--- src/rtl/board_input_cond_pkg.sv ---
// ============================================================================
// Module   : board_input_cond_pkg
// Purpose  : Board input defaults and width helpers for the input conditioner.
// Revision : 1.0
// ============================================================================
`default_nettype none

package board_input_cond_pkg;

  localparam int c_SW_NUM       = 10;
  localparam int c_BTN_NUM      = 2;
  localparam int c_DEB_TICK_DIV = 50000;
  localparam int c_DEB_STABLE   = 10;
  localparam int c_BTN_STOP     = 0;
  localparam int c_BTN_DEBUG    = 1;

  function automatic int cnt_width(input int stable_ticks);
    return $clog2(stable_ticks) + 1;
  endfunction

  // A divide-by-one prescaler still needs a legal (1-bit) vector width.
  function automatic int div_width(input int tick_div);
    return (tick_div > 1) ? $clog2(tick_div) : 1;
  endfunction

endpackage

`default_nettype wire

--- src/rtl/board_input_cond_debounce_bit.sv ---
// ============================================================================
// Module   : board_input_cond_debounce_bit
// Purpose  : One input bit: 2-flop synchronizer plus tick-based debounce.
// Revision : 1.0
// ============================================================================
`default_nettype none

module board_input_cond_debounce_bit
  import board_input_cond_pkg::*;
#(
  parameter int STABLE_TICKS = c_DEB_STABLE
) (
  input  logic clk,
  input  logic rst,
  input  logic tick_i,
  input  logic raw_i,
  output logic level_o,
  output logic rise_o,
  output logic fall_o
);

  localparam int              CW         = cnt_width(STABLE_TICKS);
  localparam logic [CW-1:0]   c_CNT_LAST = CW'(STABLE_TICKS - 1);

  logic          sync1_q;
  logic          sync2_q;
  logic          stable_q;
  logic          stable_d;
  logic [CW-1:0] cnt_q;
  logic [CW-1:0] cnt_d;
  logic          w_accept;

  // Any sample matching the stable level discards the partial count.
  always_comb begin
    stable_d = stable_q;
    cnt_d    = cnt_q;
    w_accept = 1'b0;
    if (sync2_q == stable_q) begin
      cnt_d = '0;
    end else if (tick_i) begin
      if (cnt_q == c_CNT_LAST) begin
        stable_d = sync2_q;
        cnt_d    = '0;
        w_accept = 1'b1;
      end else begin
        cnt_d = cnt_q + CW'(1);
      end
    end
  end

  always_ff @(posedge clk) begin
    if (rst) begin
      sync1_q  <= 1'b0;
      sync2_q  <= 1'b0;
      stable_q <= 1'b0;
      cnt_q    <= '0;
    end else begin
      sync1_q  <= raw_i;
      sync2_q  <= sync1_q;
      stable_q <= stable_d;
      cnt_q    <= cnt_d;
    end
  end

  assign level_o = stable_q;
  assign rise_o  = w_accept & sync2_q;
  assign fall_o  = w_accept & ~sync2_q;

endmodule

`default_nettype wire

--- src/rtl/board_input_cond.sv ---
// ============================================================================
// Module   : board_input_cond
// Purpose  : Synchronize/debounce board switches and buttons; edge pulses.
// Revision : 1.0
// ============================================================================
`default_nettype none

module board_input_cond
  import board_input_cond_pkg::*;
#(
  parameter int N_SW         = c_SW_NUM,
  parameter int N_BTN        = c_BTN_NUM,
  parameter int TICK_DIV     = c_DEB_TICK_DIV,
  parameter int STABLE_TICKS = c_DEB_STABLE
) (
  input  logic             clk,
  input  logic             rst,
  input  logic [N_SW-1:0]  sw_raw,
  input  logic [N_BTN-1:0] btn_raw,
  output logic [N_SW-1:0]  sw_out,
  output logic             sw_changed,
  output logic [N_BTN-1:0] btn_level,
  output logic [N_BTN-1:0] btn_press,
  output logic [N_BTN-1:0] btn_release
);

  logic             w_tick;
  logic [N_SW-1:0]  w_sw_rise;
  logic [N_SW-1:0]  w_sw_fall;
  logic [N_BTN-1:0] w_btn_rise;
  logic [N_BTN-1:0] w_btn_fall;
  logic [N_BTN-1:0] press_q;
  logic [N_BTN-1:0] release_q;
  logic             changed_q;

  generate
    if (TICK_DIV == 1) begin : g_tick_every
      assign w_tick = 1'b1;
    end else begin : g_presc
      localparam int            PW          = div_width(TICK_DIV);
      localparam logic [PW-1:0] c_PRESC_TOP = PW'(TICK_DIV - 1);
      logic [PW-1:0] presc_q;
      logic [PW-1:0] presc_d;

      assign w_tick  = (presc_q == c_PRESC_TOP);
      assign presc_d = w_tick ? '0 : presc_q + PW'(1);

      always_ff @(posedge clk) begin
        if (rst) presc_q <= '0;
        else     presc_q <= presc_d;
      end
    end
  endgenerate

  generate
    for (genvar i = 0; i < N_SW; i++) begin : g_sw
      board_input_cond_debounce_bit #(.STABLE_TICKS(STABLE_TICKS)) u_deb (
        .clk     (clk),
        .rst     (rst),
        .tick_i  (w_tick),
        .raw_i   (sw_raw[i]),
        .level_o (sw_out[i]),
        .rise_o  (w_sw_rise[i]),
        .fall_o  (w_sw_fall[i])
      );
    end
    for (genvar j = 0; j < N_BTN; j++) begin : g_btn
      board_input_cond_debounce_bit #(.STABLE_TICKS(STABLE_TICKS)) u_deb (
        .clk     (clk),
        .rst     (rst),
        .tick_i  (w_tick),
        .raw_i   (btn_raw[j]),
        .level_o (btn_level[j]),
        .rise_o  (w_btn_rise[j]),
        .fall_o  (w_btn_fall[j])
      );
    end
  endgenerate

  // Pulses register on the same edge that commits the new stable level.
  always_ff @(posedge clk) begin
    if (rst) begin
      press_q   <= '0;
      release_q <= '0;
      changed_q <= 1'b0;
    end else begin
      press_q   <= w_btn_rise;
      release_q <= w_btn_fall;
      changed_q <= |(w_sw_rise | w_sw_fall);
    end
  end

  assign btn_press   = press_q;
  assign btn_release = release_q;
  assign sw_changed  = changed_q;

endmodule

`default_nettype wire

--- config.mk ---
export PLATFORM = sky130hd
export DESIGN_NAME = board_input_cond
export DESIGN_NICKNAME = d
export VERILOG_FILES = /design/src/rtl/board_input_cond_pkg.sv /design/src/rtl/board_input_cond_debounce_bit.sv /design/src/rtl/board_input_cond.sv
export SDC_FILE = /design/constraint.sdc
export NUM_CORES = 1
export LEC_CHECK = 0
export BUFFER_PORTS_ARGS = -buffer_cell sky130_fd_sc_hd__buf_4
export CELL_PAD_IN_SITES_DETAIL_PLACEMENT = 1
export CELL_PAD_IN_SITES_GLOBAL_PLACEMENT = 2
export CORE_ASPECT_RATIO = 1.2
export CORE_MARGIN = 4
export CORE_UTILIZATION = 33
export DETAILED_ROUTE_END_ITERATION = 8
export GPL_TIMING_DRIVEN = 0
export PLACE_DENSITY_LB_ADDON = 0.12
export SLEW_MARGIN = 5
export SYNTH_ARGS = -nofsm -noshare
export SYNTH_HDL_FRONTEND = slang
export SYNTH_SLANG_ARGS = --single-unit
--- constraint.sdc ---
create_clock -name clk -period 2.6 [get_ports clk]
set_clock_uncertainty 0.1 [all_clocks]
set_input_delay 0.52 -clock clk [delete_from_list [all_inputs] [get_ports clk]]
set_output_delay 0.52 -clock clk [all_outputs]
set_load 0.1 [all_outputs]
Yosys cells after proc, flatten, opt, wreduce, memory -nomap -nowiden
Index checks and enable logic that the tools add are counted.
{ "totals": {"out_inout_bits": 17, "register_bits": 117, "in_bits": 14, "word_cells": 213} }
{ "classes": {"reduce_logical": 26, "muxes": 48, "add_sub_neg": 13, "n_bitwise": 49, "n_eq_ne": 25} }
{ "ops": {"columns": ["op", "n"], "rows": [
  ["$add A5 B1 Y5 const B", 12],
  ["$eq A5 B4 Y1 const B", 12],
  ["$mux W5", 12],
  ["$mux W1", 36],
  ["$reduce_and A3 Y1", 12],
  ["$reduce_or A2 Y1", 13],
  ["$and A1 B1 Y1", 24],
  ["$not A1 Y1", 24],
  ["$add A16 B1 Y16 const B", 1],
  ["$eq A16 B16 Y1 const B", 1],
  ["$eq A1 B1 Y1", 12],
  ["$or A10 B10 Y10", 1],
  ["$reduce_or A10 Y1", 1]
]} }

Longest topological paths before layout
Gate-level depths: netlist (run 1).
{ "depth": {"depth_word": 7, "mapped_depth": 7, "ltp_nobuf": 6} }

Cells and area by module
A second synthesis (run 1) with hierarchy kept.
{ "hier_totals": {"cells_unflattened": 552, "area_unflattened_um2": 5677.9} }
{ "by_module_without_submodules": {"columns": ["module", "area_each_um2", "n_inst", "seq_area_each_um2", "cells_each"], "rows": [
  ["board_input_cond_debounce_bit", 399.1, 12, 160.2, 38],
  ["board_input_cond", 888.4, 1, 420.4, 96]
]} }

Worst setup path before layout (run 1)
No wires, ideal clock.
{ "synth_timing": {"path_type": "flip-flop to flip-flop", "startpoint": "register g_presc.presc_q[0]", "endpoint": "register g_sw[1].u_deb.cnt_q[4]", "n_path_buf": 1, "stages_incl_launch_ff": 7, "period_less_slack_ps": 1854, "setup_time_ps": 72, "required_time_ps": 2428, "arrival_ps": 1682, "path_slack_ps": 746, "cell_sequence": "dfxtp_1 ha_1 and3_1 nand4_1 buf_2 or4_1 a21oi_1"} }
{ "synth_via": {"elab_chain_len": 1} }
{ "synth_lines": {"columns": ["item", "line_no", "rtl"], "rows": [
  ["start: declaration", "board_input_cond.sv:42", "logic [PW-1:0] presc_q;"],
  ["start signal: assignment", "board_input_cond.sv:50", "else presc_q <= presc_d;"],
  ["$eq A16 B16 Y1", "board_input_cond.sv:45", "assign w_tick = (presc_q == c_PRESC_TOP);"],
  ["end signal: assignment", "board_input_cond_debounce_bit.sv:61", "cnt_q <= cnt_d;"],
  ["end: declaration", "board_input_cond_debounce_bit.sv:29", "logic [CW-1:0] cnt_q;"]
]} }
No other way between the ends.
A chain may end at the register's enable or synchronous reset.

Worst setup path after layout (run 1)
{ "layout_timing": {"startpoint": "register g_presc.presc_q[0]", "endpoint": "register g_sw[8].u_deb.cnt_q[2]"} }
{ "layout_via": {"elab_chain_len": 1} }
{ "layout_lines": {"columns": ["item", "line_no"], "rows": [
  ["$eq A16 B16 Y1", "board_input_cond.sv:45"],
  ["end signal: assignment", "board_input_cond_debounce_bit.sv:61"],
  ["end: declaration", "board_input_cond_debounce_bit.sv:29"]
]} }
No other way between the ends.

==> results of run 1 <==
## cell type report
cell class                 instances  area (sq um)  area share (%)
tap                              208           260            4.14
sequential                       117          2340            37.2
buffer                            35           189            3.00
inverter                          36           135            2.15
multi-input combinational        397          2550            40.6
timing repair buffer              30           225            3.58
clock buffer                      17           425            6.76
clock inverter                    15           158            2.51
## what timing repair did
action | in CTS | in global routing
resized for setup | 1 | 5
setup buffers | 0 | 0
setup endpoints to repair | 10 | 7
## state kept, by name, summed over array words and instances (netlist names), 2 cells and up
register,count
g_btn.u_deb.sync2_q,2
g_btn.u_deb.cnt_q,10
g_btn.u_deb.level_o,2
g_sw.u_deb.level_o,10
g_sw.u_deb.cnt_q,50
g_presc.presc_q,16
g_sw.u_deb.sync2_q,10
btn_release,2
g_btn.u_deb.sync1_q,2
g_sw.u_deb.sync1_q,10
btn_press,2
## logic make-up (layout without fill, tap and decap cells)
logic type               Yosys count  in the layout  synth area share [%]
AO/OA/AOI/OAI                    134            134                  14.5
buffers and inverters             71            133                  6.16
XOR/XNOR                          32             32                  5.37
AND/OR/NAND/NOR                  205            205                  22.9
flip-flops                       117            117                  44.9
multiplexers                       1              1                 0.192
adder cells (fa/ha/maj)           25             25                  6.00
## report_power, final
part           leakage (nW)  switching [mW]  internal (mW)
Sequential            0.948          0.0102           1.81
Combinational         0.963          0.0472         0.0351
Clock                 0.264           0.908           1.41
Total                  2.18           0.966           3.26
## per-layer routing
layer	routed length, microns	GRT usage (%)	vias up
li1	-	-	2149
met1	6210	19.6	2205
met2	7660	30.4	33
met3	314	3.62	13
met4	195	5.32	0
met5	0	0	-
## stage by stage
stage / util [%] / setup WS, ps / setup TNS [ps] / instances
final: 40.4 / 225 / 0 / 855
after global routing: 40.4 / 4.10 / 0 / 855
after CTS: 40.4 / 126 / 0 / 855
after detailed placement: 36.6 / -112 / -823 / 823
after global placement: 36.6 / -38.1 / -210 / 823
after floorplan: - / 746 / 0 / 585
## final timing paths
check	cells after the start	endpoint	slack, ps	from
setup / recovery	7	g_sw[8].u_deb.cnt_q[2]	220	g_presc.presc_q[0]
hold / removal	2	g_btn[1].u_deb.sync1_q	220	btn_raw[1]
setup reg to reg	7	g_sw[8].u_deb.cnt_q[2]	220	g_presc.presc_q[0]
hold reg to reg	1	g_sw[7].u_deb.sync2_q	340	g_sw[7].u_deb.sync1_q
## worst max-delay path, cell delays in order, from the launching register on
cell and delay [ps]:
dfxtp_1 330, ha_1 300, and3_1 250, nand4_1 160, clkbuf_1 440, buf_2 420
o21ai_0 140, a21oi_1 150
## cell usage in the layout (no fill, tap or decap), types with 13 or more instances in the layout
master,synthesis,routed
dfxtp_1,117,117
nor2b_1,24,24
buf_4,12,42
a21oi_1,52,52
clkbuf_16,0,17
clkbuf_1,15,13
nand3_1,37,37
nand2_1,14,14
o21ai_0,50,48
inv_1,36,36
ha_1,25,25
xnor2_1,27,27
nor2_1,44,44
or3_1,38,38
==> run_results.csv, run 1 <==
group,metric,value,unit
cts,hold_buffers,0,
floorplan,io_pins,31,
sta,min_period_over_period,91.4,%
synth,synth.most_common_cell,"dfxtp_1",
synth,ys_top_cells_by_area,"dfxtp_1 45%, ha_1 6.0%, a21oi_1 5.0%, o21ai_0 4.8%, or3_1 4.6%",
synth,ys_seq_elements,117,
run_status,status,"finished clean",
place,dpl-instance-area,5700,sq um
power_and_ir_drop,peakVddDrop,442,uV
floorplan,start_util,33.5,%
synth,synth_edf_count,0,
sta,final_hold_viol_count,0,
grt,grt_max_degree,17,
grt,grt_pass1_wl,23.3,mm
cts,clock_latency,410,ps
place,port_buffers,30,
cts,cts_buffer_depth,2,
synth,yosys_warnings,0,
power_and_ir_drop,power_density,672,nW/um^2
finish,final_area,6290,sq um
grt,first_global_vias,4479,
synth,synth.top_cell.area_share,44.9,%
floorplan,die_y,146,microns
floorplan,fp-row-count,50,
sta,setup_viol,0,
finish,layout.nets,673,
power_and_ir_drop,p_total,4.23,mW
worst_setup_path,arrival,2610,ps
synth,yosysSeqAreaShare,44.9,%
synth,synthTopCellsByCount,"117 x dfxtp_1, 52 x a21oi_1, 50 x o21ai_0, 44 x nor2_1, 38 x or3_1",
cts,cts_htree_levels,4,
floorplan,die_w,123,microns
cts,clockRootBuffer,"clkbuf_16",
synth,ys_types,41,
grt,grtUsageTotal,16.9,%
worst_setup_path,cp_max_fo,10,
drt,route.detailed.drc,0,
drt,dr.pass1.iters,4,
synth,synth_cells,585,
synth,synth_area,5220,sq um
drt,via_per_inst,5.15,
sta,max_freq,421,MHz
grt,grt-ovfl-total,0,
flow_run,drv_cap,0,
sta,slew_viol_final,0,
synth,syn_avg_cell_area,8.92,sq um
worst_setup_path,setup.worst_path.class,"register to register",
power_and_ir_drop,cellLeakagePower,2.18,nW
drt,drtAntennaViolNets,0,
cts,cts_sinks,117,
sta,fin_crit,2380,ps
place,hpwl,10.1,mm
drt,drt-initial-drc-count,148,
worst_setup_path,crit_path_end_kind,"register",
finish,diodes,0,
finish,area_growth,20.5,%
finish,n_fill_cell,1815,
finish,drive_gt1_share,14.1,%
cts,cts_buffers,17,
worst_setup_path,cp.required,2830,ps
cts,tritoncts,"yes",
synth,synth-main-ff-cell,"dfxtp_1",
drt,vias,4400,
min_path,hold_path.class,"input port to register",
drt,wl_per_cell,16.8,microns
sta,relSlewSlack,36.5,%
sta,hold_ws,217,ps
drt,totalWireLength,14.4,mm
synth,synthArstFlopShare,0,%
synth,yosysTopAreaCell,"dfxtp_1",
sta,rsz0062_at_grt,"no",
worst_setup_path,cp-start-kind,"register",
grt,antenna_found_initial,0,
floorplan,dieArea,17900,sq um
sta,max_slew.worst_pin.slew,940,ps
floorplan,coreArea,15600,sq um
synth,syn-num-nets,624,
place,gp_congestion,0.735,
cts,clkSlewWorstSetupHoldPaths,60,ps
(Power assumes the default switching activity.)
==> inputs of run 2 (changes only) <==
- clock period: 2.6 -> 3 ns (I/O delays scaled with it)
==> run 2 against run 1 <==
  * Register-to-register slack better by 120 ps
  * Critical path depth unchanged
  * Final area about the same
  * Largest cell class unchanged
  * Clock power down 13%
  * Count of clock-buffer cells in the layout unchanged
  * Hold slack better by 80 ps
  * Via count up 0.20%
  * Flip-flop and latch count unchanged
  * Utilization about the same
  * Die area unchanged
==> run_results.csv, run 2 (same netlist as run 1, synthesis figures left out) <==
group,metric,value,unit
grt,grt_max_degree,17,
finish,largest_registers,"g_sw.u_deb.cnt_q: 50 flops, g_presc.presc_q: 16 flops",
sta,min_period_over_period,88.6,%
drt,drtAntennaViolNets,0,
drt,vias,4409,
place,hpwl,10.1,mm
sta,max_slew.worst_pin.slew,940,ps
cts,cts_buffer_depth,2,
drt,route.detailed.drc,0,
worst_setup_path,rr_worst_depth,7,
sta,final_hold_viol_count,0,
floorplan,die_w,123,microns
grt,first_global_vias,4479,
cts,hold_buffers,0,
cts,clock_latency,410,ps
worst_setup_path,cp.required,3230,ps
run_status,status,"finished clean",
worst_setup_path,setup.worst_path.class,"register to register",
finish,n_fill_cell,1817,
worst_setup_path,arrival,2890,ps
finish,regMostFlops,"g_sw.u_deb.cnt_q",
place,dpl-instance-area,5700,sq um
min_path,min_to,"g_btn[1].u_deb.sync1_q",
place,port_buffers,30,
drt,via_per_inst,5.16,
power_and_ir_drop,cellLeakagePower,2.17,nW
grt,grt-ovfl-total,0,
finish,area_growth,20.5,%
flow_run,drv_cap,0,
cts,cts_htree_levels,4,
worst_setup_path,crit_path_end_kind,"register",
grt,antenna_found_initial,0,
cts,cts_buffers,17,
finish,final_cell_mix,"117 x dfxtp_1, 52 x a21oi_1, 50 x o21ai_0, 44 x nor2_1, 42 x buf_4",
cts,tritoncts,"yes",
floorplan,die_y,146,microns
sta,relSlewSlack,36.5,%
grt,grtUsageTotal,16.9,%
sta,fin_setup_tns,0,ps
cts,cts_sinks,117,
min_path,whs_path_depth,2,
cts,ctsResizeCount,0,
worst_setup_path,cp-start-kind,"register",
sta,fin_ws,343,ps
finish,final_area,6290,sq um
worst_setup_path,r2r_start,"g_presc.presc_q[0]",
finish,layout.nets,673,
finish,drive_gt1_share,13.8,%
drt,wl_per_cell,16.8,microns
sta,setup_viol,0,
sta,slew_viol_final,0,
drt,drt-initial-drc-count,151,
floorplan,dieArea,17900,sq um
sta,fin_crit,2660,ps
grt,grt_pass1_wl,23.3,mm
worst_setup_path,cp_max_fo,10,
finish,final_common_cell,"dfxtp_1",
place,place_ws,288,ps
floorplan,coreArea,15600,sq um
floorplan,io_pins,31,
worst_setup_path,worstPathCellList,"ha_1, and3_1, nand4_1, clkbuf_1, clkbuf_1, o21ai_0, a21oi_1",
finish,fin_cells,855,
sta,rsz0062_at_grt,"no",
finish,largest_reg_flops,50,
min_path,hold_path.class,"input port to register",
place,dp.cells,823,
finish,diodes,0,
floorplan,start_util,33.5,%
cts,clockRootBuffer,"clkbuf_16",
place,gp_congestion,0.735,
sta,max_freq,376,MHz
min_path,hold_start,"btn_raw[1]",
power_and_ir_drop,p_total,3.66,mW
worst_setup_path,slowest_stage,"clkbuf_1",
power_and_ir_drop,peakVddDrop,383,uV
cts,postCtsSetupRepairBufs,0,
worst_setup_path,r2r-end,"g_sw[8].u_deb.cnt_q[2]",
worst_setup_path,crit_path_frequent_cell,"clkbuf_1",
worst_setup_path,ff2ff_setup_slack,340,ps
floorplan,fp-row-count,50,
worst_setup_path,critPathMaxStageDelay,650,ps
drt,totalWireLength,14.4,mm
cts,clkSlewWorstSetupHoldPaths,60,ps
power_and_ir_drop,power_density,583,nW/um^2
drt,dr.pass1.iters,4,
run 2: cell count changes in the layout (fill, tap and decap cells not counted), sizes merged:
| cell | delta |
|---|---|
| buf | -1 |
| clkbuf | +1 |
run 2: cell type report:
cell class                 instances  area (sq um)  share of cell area [%]
multi-input combinational        397          2550                    40.6
clock inverter                    15           158                    2.51
tap                              208           260                    4.14
sequential                       117          2340                    37.3
inverter                          36           135                    2.15
timing repair buffer              30           225                    3.58
buffer                            35           186                    2.97
clock buffer                      17           425                    6.77
run 2: metrics by stage:
stage / hold slack, ps / util [%]
CTS: 277 / 40.4
global route: 277 / 40.4
finish: 297 / 40.4
floorplan: 314 / -
global placement: 322 / 36.6
detailed placement: 324 / 36.6
run 2: power breakdown:
part           switching, mW  internal [mW]  total [mW]
logic                 0.0408         0.0304      0.0712
registers            0.00885           1.57        1.58
clock network          0.787           1.22        2.01
total                  0.837           2.83        3.66
run 2: worst max path at each step:
stage / slack, ps / start / cells after the start / to
floorplan: 1150 / g_presc.presc_q[0] / 6 / g_sw[1].u_deb.cnt_q[4]
global placement: 360 / g_presc.presc_q[0] / 7 / g_sw[5].u_deb.level_o
detailed placement: 290 / g_presc.presc_q[0] / 7 / g_sw[7].u_deb.cnt_q[2]
CTS: 270 / g_presc.presc_q[0] / 7 / g_sw[8].u_deb.cnt_q[2]
global route: 60 / g_presc.presc_q[0] / 7 / g_sw[7].u_deb.cnt_q[2]
finish: 340 / g_presc.presc_q[0] / 7 / g_sw[8].u_deb.cnt_q[2]
run 2: metal layers:
metal  vias to the layer above  routed length (microns)  GRT usage, %  part of all wire (%)
met5                         -                        0             0                     0
met4                         0                      195          5.32                   1.4
met3                        13                      359          3.62                   2.5
met2                        43                     7670          30.4                    53
met1                      2204                     6150          19.6                    43
li1                       2149                        -             -                     -
run 2: worst max-delay path, delay by kind of cell, from the launching register on:
family | cells | cell delay, ps
compound gates | 2 | 360
buf+inv | 2 | 1080
flops | 1 | 330
fa+ha+maj | 1 | 300
simple gates | 2 | 410
